**config.mk**
```make
export PLATFORM = sky130hd
export DESIGN_NAME = ps2_key_event_queue
export DESIGN_NICKNAME = d
export VERILOG_FILES = /design/src/rtl/ps2_evt_pkg.sv /design/src/rtl/ps2_evt_fifo.sv /design/src/rtl/ps2_key_event_queue.sv
export SDC_FILE = /design/constraint.sdc
export NUM_CORES = 1
export LEC_CHECK = 0
export CAP_MARGIN = 20
export CORE_MARGIN = 2
export CORE_UTILIZATION = 51
export DETAILED_ROUTE_END_ITERATION = 12
export GPL_TIMING_DRIVEN = 0
export PLACE_DENSITY_LB_ADDON = 0.2
export SLEW_MARGIN = 10
export SYNTH_ARGS = -nofsm -noshare
export SYNTH_HDL_FRONTEND = slang
export SYNTH_SLANG_ARGS = --single-unit
```
**constraint.sdc**
```tcl
create_clock -name clk -period 2.4 [get_ports clk]
set_input_delay 0.24 -clock clk [delete_from_list [all_inputs] [get_ports clk]]
set_output_delay 0.24 -clock clk [all_outputs]
set_load 0.02 [all_outputs]
```
**src/rtl/ps2_evt_pkg.sv**
```systemverilog
// Shared types and constants for the PS/2 key event queue.
package ps2_evt_pkg;

    localparam int unsigned EVT_W  = 10;
    localparam int unsigned CODE_W = 8;

    // Scan-code parser position within a make/break sequence
    typedef enum logic [1:0] {
        ST_IDLE    = 2'd0,
        ST_EXT     = 2'd1,
        ST_BRK     = 2'd2,
        ST_EXT_BRK = 2'd3
    } ps2_state_e;

    localparam logic [7:0] PS2_EXT    = 8'hE0;
    localparam logic [7:0] PS2_BRK    = 8'hF0;
    localparam logic [7:0] PS2_ACK    = 8'hFA;
    localparam logic [7:0] PS2_BAT    = 8'hAA;
    localparam logic [7:0] PS2_ECHO   = 8'hEE;
    localparam logic [7:0] PS2_RESEND = 8'hFE;
    localparam logic [7:0] PS2_ERR0   = 8'h00;
    localparam logic [7:0] PS2_ERR1   = 8'hFF;

    // Decoded key event as it sits in the queue
    typedef struct packed {
        logic              ext;
        logic              brk;
        logic [CODE_W-1:0] code;
    } ps2_event_t;

    // Keyboard status/error bytes that never form part of a key sequence
    function automatic logic is_discard(input logic [7:0] b);
        return (b == PS2_ACK)    || (b == PS2_BAT)  || (b == PS2_ECHO) ||
               (b == PS2_RESEND) || (b == PS2_ERR0) || (b == PS2_ERR1);
    endfunction

endpackage

```
**src/rtl/ps2_evt_fifo.sv**
```systemverilog
// Synchronous FIFO with a registered head word; a push into a full FIFO
// is accepted when a pop happens in the same cycle. Sticky overflow on drop.
module ps2_evt_fifo #(
    parameter int unsigned DEPTH = 16,
    parameter int unsigned WIDTH = 10
) (
    input  logic                     clk,
    input  logic                     rst,
    input  logic                     push,
    input  logic [WIDTH-1:0]         wdata,
    input  logic                     ready,
    output logic                     valid,
    output logic [WIDTH-1:0]         rdata,
    output logic [$clog2(DEPTH):0]   level,
    output logic                     overflow
);

    localparam int unsigned AW = $clog2(DEPTH);
    localparam int unsigned LW = AW + 1;

    logic [WIDTH-1:0] mem [DEPTH];
    logic [AW-1:0]    wr_ptr;
    logic [AW-1:0]    rd_ptr;
    logic [AW-1:0]    rd_ptr_nxt;
    logic [LW-1:0]    level_nxt;
    logic [WIDTH-1:0] rdata_nxt;
    logic             pop;
    logic             full;
    logic             accept;

    // Handshake, occupancy and next head word
    always_comb begin
        pop        = valid && ready;
        full       = (level == LW'(DEPTH));
        accept     = push && (!full || pop);
        rd_ptr_nxt = pop ? rd_ptr + AW'(1) : rd_ptr;
        level_nxt  = level;
        if (accept && !pop) begin
            level_nxt = level + LW'(1);
        end else if (!accept && pop) begin
            level_nxt = level - LW'(1);
        end
        if (level_nxt == '0) begin
            rdata_nxt = '0;
        end else if (accept && (wr_ptr == rd_ptr_nxt)) begin
            rdata_nxt = wdata;
        end else begin
            rdata_nxt = mem[rd_ptr_nxt];
        end
    end

    // Storage array, written on every accepted push
    always_ff @(posedge clk) begin
        if (accept) begin
            mem[wr_ptr] <= wdata;
        end
    end

    // Pointers, occupancy, registered head and sticky overflow
    always_ff @(posedge clk or posedge rst) begin
        if (rst) begin
            wr_ptr   <= '0;
            rd_ptr   <= '0;
            level    <= '0;
            valid    <= 1'b0;
            rdata    <= '0;
            overflow <= 1'b0;
        end else begin
            if (accept) begin
                wr_ptr <= wr_ptr + AW'(1);
            end
            rd_ptr <= rd_ptr_nxt;
            level  <= level_nxt;
            valid  <= (level_nxt != '0);
            rdata  <= rdata_nxt;
            if (push && !accept) begin
                overflow <= 1'b1;
            end
        end
    end

endmodule

```
**src/rtl/ps2_key_event_queue.sv**
```systemverilog
// PS/2 scan-byte parser with optional typematic repeat filter and event FIFO.
// Define PS2_EVT_REPEAT_FILTER_EN to build the held-key table.
module ps2_key_event_queue
    import ps2_evt_pkg::*;
#(
    parameter int unsigned DEPTH          = 16,
    parameter int unsigned HELD_SLOTS     = 4,
    parameter int unsigned TIMEOUT_CYCLES = 1_000_000
) (
    input  logic                   clk,
    input  logic                   rst,
    input  logic                   in_valid,
    input  logic [7:0]             in_data,
    output logic                   out_valid,
    input  logic                   out_ready,
    output logic [EVT_W-1:0]       out_event,
    output logic [$clog2(DEPTH):0] fifo_level,
    output logic [3:0]             held_count,
    output logic                   overflow
);

    localparam int unsigned TW = $clog2(TIMEOUT_CYCLES);

    if (DEPTH < 2 || (DEPTH & (DEPTH - 1)) != 0) begin : g_bad_depth
        $error("DEPTH must be a power of two and at least 2");
    end
    if (HELD_SLOTS < 1 || HELD_SLOTS > 8) begin : g_bad_slots
        $error("HELD_SLOTS must be between 1 and 8");
    end

    ps2_state_e    state;
    ps2_state_e    state_nxt;
    logic [TW-1:0] idle_cnt;
    logic          timeout;
    logic          emit;
    ps2_event_t    evt;
    logic          push;

    assign timeout = (state != ST_IDLE) && !in_valid && (idle_cnt == TW'(TIMEOUT_CYCLES - 1));

    // Parser state register
    always_ff @(posedge clk or posedge rst) begin
        if (rst) begin
            state <= ST_IDLE;
        end else begin
            state <= state_nxt;
        end
    end

    // Parser next state; duplicate prefixes hold the current state
    always_comb begin
        state_nxt = state;
        case (state)
            ST_IDLE: begin
                if (in_valid) begin
                    if (in_data == PS2_EXT) begin
                        state_nxt = ST_EXT;
                    end else if (in_data == PS2_BRK) begin
                        state_nxt = ST_BRK;
                    end
                end
            end
            ST_EXT: begin
                if (in_valid) begin
                    if (in_data == PS2_BRK) begin
                        state_nxt = ST_EXT_BRK;
                    end else if (in_data != PS2_EXT) begin
                        state_nxt = ST_IDLE;
                    end
                end else if (timeout) begin
                    state_nxt = ST_IDLE;
                end
            end
            ST_BRK, ST_EXT_BRK: begin
                if (in_valid) begin
                    if (in_data != PS2_BRK) begin
                        state_nxt = ST_IDLE;
                    end
                end else if (timeout) begin
                    state_nxt = ST_IDLE;
                end
            end
            default: state_nxt = ST_IDLE;
        endcase
    end

    // Parser event output for the current byte
    always_comb begin
        emit     = 1'b0;
        evt      = '0;
        evt.code = in_data;
        if (in_valid) begin
            case (state)
                ST_IDLE: begin
                    emit = (in_data != PS2_EXT) && (in_data != PS2_BRK) && !is_discard(in_data);
                end
                ST_EXT: begin
                    emit    = (in_data != PS2_EXT) && (in_data != PS2_BRK);
                    evt.ext = 1'b1;
                end
                ST_BRK: begin
                    emit    = (in_data != PS2_BRK);
                    evt.brk = 1'b1;
                end
                ST_EXT_BRK: begin
                    emit    = (in_data != PS2_BRK);
                    evt.ext = 1'b1;
                    evt.brk = 1'b1;
                end
                default: emit = 1'b0;
            endcase
        end
    end

    // Idle-cycle counter that abandons a stalled prefix sequence
    always_ff @(posedge clk or posedge rst) begin
        if (rst) begin
            idle_cnt <= '0;
        end else if (in_valid || (state == ST_IDLE) || timeout) begin
            idle_cnt <= '0;
        end else begin
            idle_cnt <= idle_cnt + TW'(1);
        end
    end

`ifdef PS2_EVT_REPEAT_FILTER_EN
    localparam int unsigned SW = (HELD_SLOTS > 1) ? $clog2(HELD_SLOTS) : 1;

    logic [HELD_SLOTS-1:0] slot_vld;
    logic [8:0]            slot_key [HELD_SLOTS];
    logic [8:0]            key;
    logic                  hit;
    logic                  has_free;
    logic [SW-1:0]         hit_idx;
    logic [SW-1:0]         free_idx;
    logic                  take_slot;
    logic                  free_slot;

    // Held-table lookup: matching slot and lowest free slot
    always_comb begin
        key      = {evt.ext, evt.code};
        hit      = 1'b0;
        hit_idx  = '0;
        has_free = 1'b0;
        free_idx = '0;
        for (int i = int'(HELD_SLOTS) - 1; i >= 0; i--) begin
            if (slot_vld[i] && (slot_key[i] == key)) begin
                hit     = 1'b1;
                hit_idx = SW'(i);
            end
            if (!slot_vld[i]) begin
                has_free = 1'b1;
                free_idx = SW'(i);
            end
        end
        take_slot = emit && !evt.brk && !hit && has_free;
        free_slot = emit && evt.brk && hit;
        push      = emit && !(!evt.brk && hit);
    end

    // Held-table storage; updated even when the FIFO drops the event
    always_ff @(posedge clk or posedge rst) begin
        if (rst) begin
            slot_vld <= '0;
            for (int i = 0; i < int'(HELD_SLOTS); i++) begin
                slot_key[i] <= '0;
            end
        end else if (take_slot) begin
            slot_vld[free_idx] <= 1'b1;
            slot_key[free_idx] <= key;
        end else if (free_slot) begin
            slot_vld[hit_idx] <= 1'b0;
        end
    end

    // Occupied slot count tracked alongside the table
    always_ff @(posedge clk or posedge rst) begin
        if (rst) begin
            held_count <= '0;
        end else if (take_slot) begin
            held_count <= held_count + 4'd1;
        end else if (free_slot) begin
            held_count <= held_count - 4'd1;
        end
    end
`else
    assign push       = emit;
    assign held_count = 4'd0;
`endif

    ps2_evt_fifo #(
        .DEPTH (DEPTH),
        .WIDTH (EVT_W)
    ) u_fifo (
        .clk      (clk),
        .rst      (rst),
        .push     (push),
        .wdata    (evt),
        .ready    (out_ready),
        .valid    (out_valid),
        .rdata    (out_event),
        .level    (fifo_level),
        .overflow (overflow)
    );

endmodule

```
==> results.md <==
* Status: complete, but fails checks
* Failing checks: negative setup slack
* Syn Inst Count at 499
* Vias per cell at 5.75
* Count of cell types in the netlist at 45
* Reg clk slew, reported paths at 60 ps
* Area Growth Syn to Fin at 23.7%
* Max_cap viols at 0
* PnR worst setup slack at -181 ps
* Comb pwr share at 41.0%
* DRT Wirelength at roughly 17000 um
* Placed Area at 9270 sq um
* Setup Viol. Count Final at 11
* Post-synth ARST share at 22.7%
* Largest net degree at the start of global routing at 32
* I/O pin count at 33
* Maximum clock insertion buffer count at 3
* Seq/Total Area, Yosys at around 70%
* Final hold viol count at 0
* Yosys warnings at 0
* Critical path startpoint: u_fifo.rd_ptr[0]
* Global-route wire length before repair at 27300 um
* Slowest cell on crit path: mux4_2
* Fin nets at ~600
* Proportion of layout cells with a drive suffix above 1 at 28.6%
* Non-Filler Instances at 814
* Fin crit share at 108%
* Setup CP Type: flip-flop to flip-flop
* Syn_area_per_cell at 17.2 sq um
* Initial Util at 52.0%
* Final GP Congestion at approximately 0.79
* Reg-to-Reg Start: u_fifo.rd_ptr[0]
* H-tree levels at 1
* I/O Buffers at 28
* Finished Cell Area at 10600 sq um
* Pwr Density at 1280 nW/um^2
* Die ar. at 17900 sq um
* Clk sinks at about 210
* Pleak at roughly 3.7 nW
* Post-DP HPWL at 11200 um
* Vias at 4681
* Die Span X at roughly 130 um
* Primary FF master, synth: edfxtp_1
* Antenna cells at 0
* Clock Tree Root: clkbuf_16
* Max_slew headroom at 44.6%
* WP data arrival at 2940 ps
* GRT Total Usage at 20.1%
* Max Transition Viols Final at 0
* Unrepaired setup endpoints after global routing: true
* WL/cell at 21.3 um
* 1st-iter DRT viols at 362
* Hold Buf Count CTS at 0
* DIE HEIGHT at approximately 130 um
* DRT antenna net count at 0
* Fin Setup TNS at -1350 ps
* Startpoint types: flip-flop
* Mapped Area at approximately 8600 sq um
* Achievable Freq at 0.387 GHz
* Switching power at 4.23 mW
* DRC violations left at 0
* Vias in the first global route at 4846
* Total grt overflow at 0
* Site Rows at 47
* CP Capture Type: flip-flop
* Switch share at 31.0%
* TritonCTS Buffers at 22
* Clk_lat worst skew at 510 ps
* Crit-path cells: ha_1 > mux2i_4 > buf_4 > mux4_2 > mux4_2 > mux2i_2 > a31oi_1
* Period minus WS final at 2580 ps
* Drt first pass iters at 5
* IR drop worst, VDD at around 0.74 mV
* Reg power frac at 33.7%
* CP required at 2760 ps
* Clock network power share at between 20 and 30%
* Post-synth EDFFs at between 150 and 200
* Total power at 13.6 mW
* TritonCTS clock tree: done
* Placed cells at 751
* Critical Path Max Stage Delay at 500 ps
* Internal power at about 9.4 mW
* Setup Skew at around 16 ps
* Critical path fanouts, max at 10
* Hold Crit Class: input pin to async pin
* Seq cells post-synth at 207
* Initial antenna violation count at 0
* CP most frequent cell: mux4_2
* Setup WS pre-CTS at -1720 ps
* Tightest Pin Transition at 830 ps
* Core ar. at 16500 sq um
==> cell usage after synthesis, drive strengths merged (5+ instances only) <==
library cell,n,area [sq um]
nor2,41,156
mux2i,11,110
clkbuf,5,18.8
a31oi,10,62.6
xnor2,14,130
ha,8,100
and2,7,43.8
nand2,19,71.3
or3,6,37.5
nand3,14,70.1
inv,12,45.0
nor3,11,55.1
nand4,5,31.3
buf,19,118
xor2,13,114
edfxtp,160,4800
dfrtp,47,1180
and3,5,36.3
mux4,50,1130
a21oi,7,35.0
o21ai,10,50.0
==> flip-flops by register name, indices dropped and copies added (netlist names) <==
signal and flops:
u_fifo.mem 160, idle_cnt 20, u_fifo.rdata 10, u_fifo.level 5
u_fifo.rd_ptr 4, u_fifo.wr_ptr 4, state 2, u_fifo.overflow 1
u_fifo.valid 1
==> power by group through the flow <==
| stage | registers (mW) | clock network (mW) | logic, mW |
|---|---|---|---|
| floorplan | 4.77 | 0 | 3.14 |
| global placement | 4.63 | 0 | 4.47 |
| detailed placement | 4.65 | 0 | 4.54 |
| CTS | 4.59 | 3.51 | 5.63 |
| global route | 4.64 | 3.66 | 5.92 |
| finish | 4.60 | 3.45 | 5.59 |
==> critical path, delay by kind of cell, from the launching register on <==
kind                     cells  cell delay [ps]
multiplexers                 4             1270
flip-flops                   1              460
adder cells (fa/ha/maj)      1              350
buffers and inverters        1              280
AO/OA/AOI/OAI                1               80
==> area by class of cell <==
| class | count | area, sq um |
|---|---|---|
| Fill cell | 1088 | 5890 |
| Clock buffer | 24 | 558 |
| Timing Repair Buffer | 54 | 742 |
| Clock inverter | 16 | 191 |
| Multi-Input combinational cell | 259 | 2660 |
| Sequential cell | 207 | 5980 |
| Buffer | 22 | 184 |
| Inverter | 12 | 45.0 |
| Tap cell | 220 | 275 |
==> cells in the final DEF, fill, tap and decap left out, types with 5 or more instances in the layout <==
master	n
edfxtp_1	160
nor2_1	28
dfrtp_1	46
xor2_1	13
clkbuf_16	22
a21oi_1	7
and2_1	6
mux4_2	50
xnor2_1	13
nand3_1	14
a31oi_1	10
nand2_1	15
nand4_1	5
clkbuf_1	6
nor2_4	13
clkdlybuf4s15_2	6
inv_1	11
o21ai_0	9
or3_1	6
clkinv_2	5
clkdlybuf4s50_1	20
nor3_1	7
mux2i_1	8
ha_1	8
buf_12	19
buf_4	14
==> repair_timing <==
item                       in CTS  in global routing
gates resized for setup        74                  5
pin swaps                       8                  6
cloned                          4                  0
hold endpoints to repair        0                  0
setup endpoints to repair     176                171
buffers inserted               17                  5
==> cells by family (layout without fill, tap and decap cells) <==
family	count (synthesis)	count (layout)	share of synthesized area (%)
muxes	61	61	14.4
other	1	4	0.0436
buffers and inverters	36	128	2.11
xor gates and xnor gates	27	27	2.84
adders and majority gates	8	8	1.16
DFF	207	207	69.6
and+or+nand+nor	120	120	6.86
AOI/OAI and AO/OA	39	39	3.01
==> worst paths after layout <==
path,to,slack [ps],cells after the start
max,u_fifo.rdata[0],-180,7
min,u_fifo.level[0],60,2
max reg2reg,u_fifo.rdata[0],-180,7
min reg2reg,u_fifo.overflow,480,1
max in group asynchronous,idle_cnt[0],1860,3
min in group clk,u_fifo.mem[5][2],240,1
==> per-layer routing <==
metal  track usage [%]  wire, um  vias to the layer above
li1                  -         -                     2109
met3              3.06       826                       27
met2              35.6      9170                      147
met5                 0         0                        -
met4              5.85       328                        0
met1              25.8      7010                     2398
==> through the flow <==
step | hold slack, ps | utilization [%]
2_1_floorplan | 339 | -
3_3_place_gp | 463 | 56.0
4_1_cts | 54.9 | 64.0
6_report | 57.0 | 64.4
3_5_place_dp | 467 | 56.1
5_1_grt | 79.8 | 64.4
(Power assumes the default switching activity.)
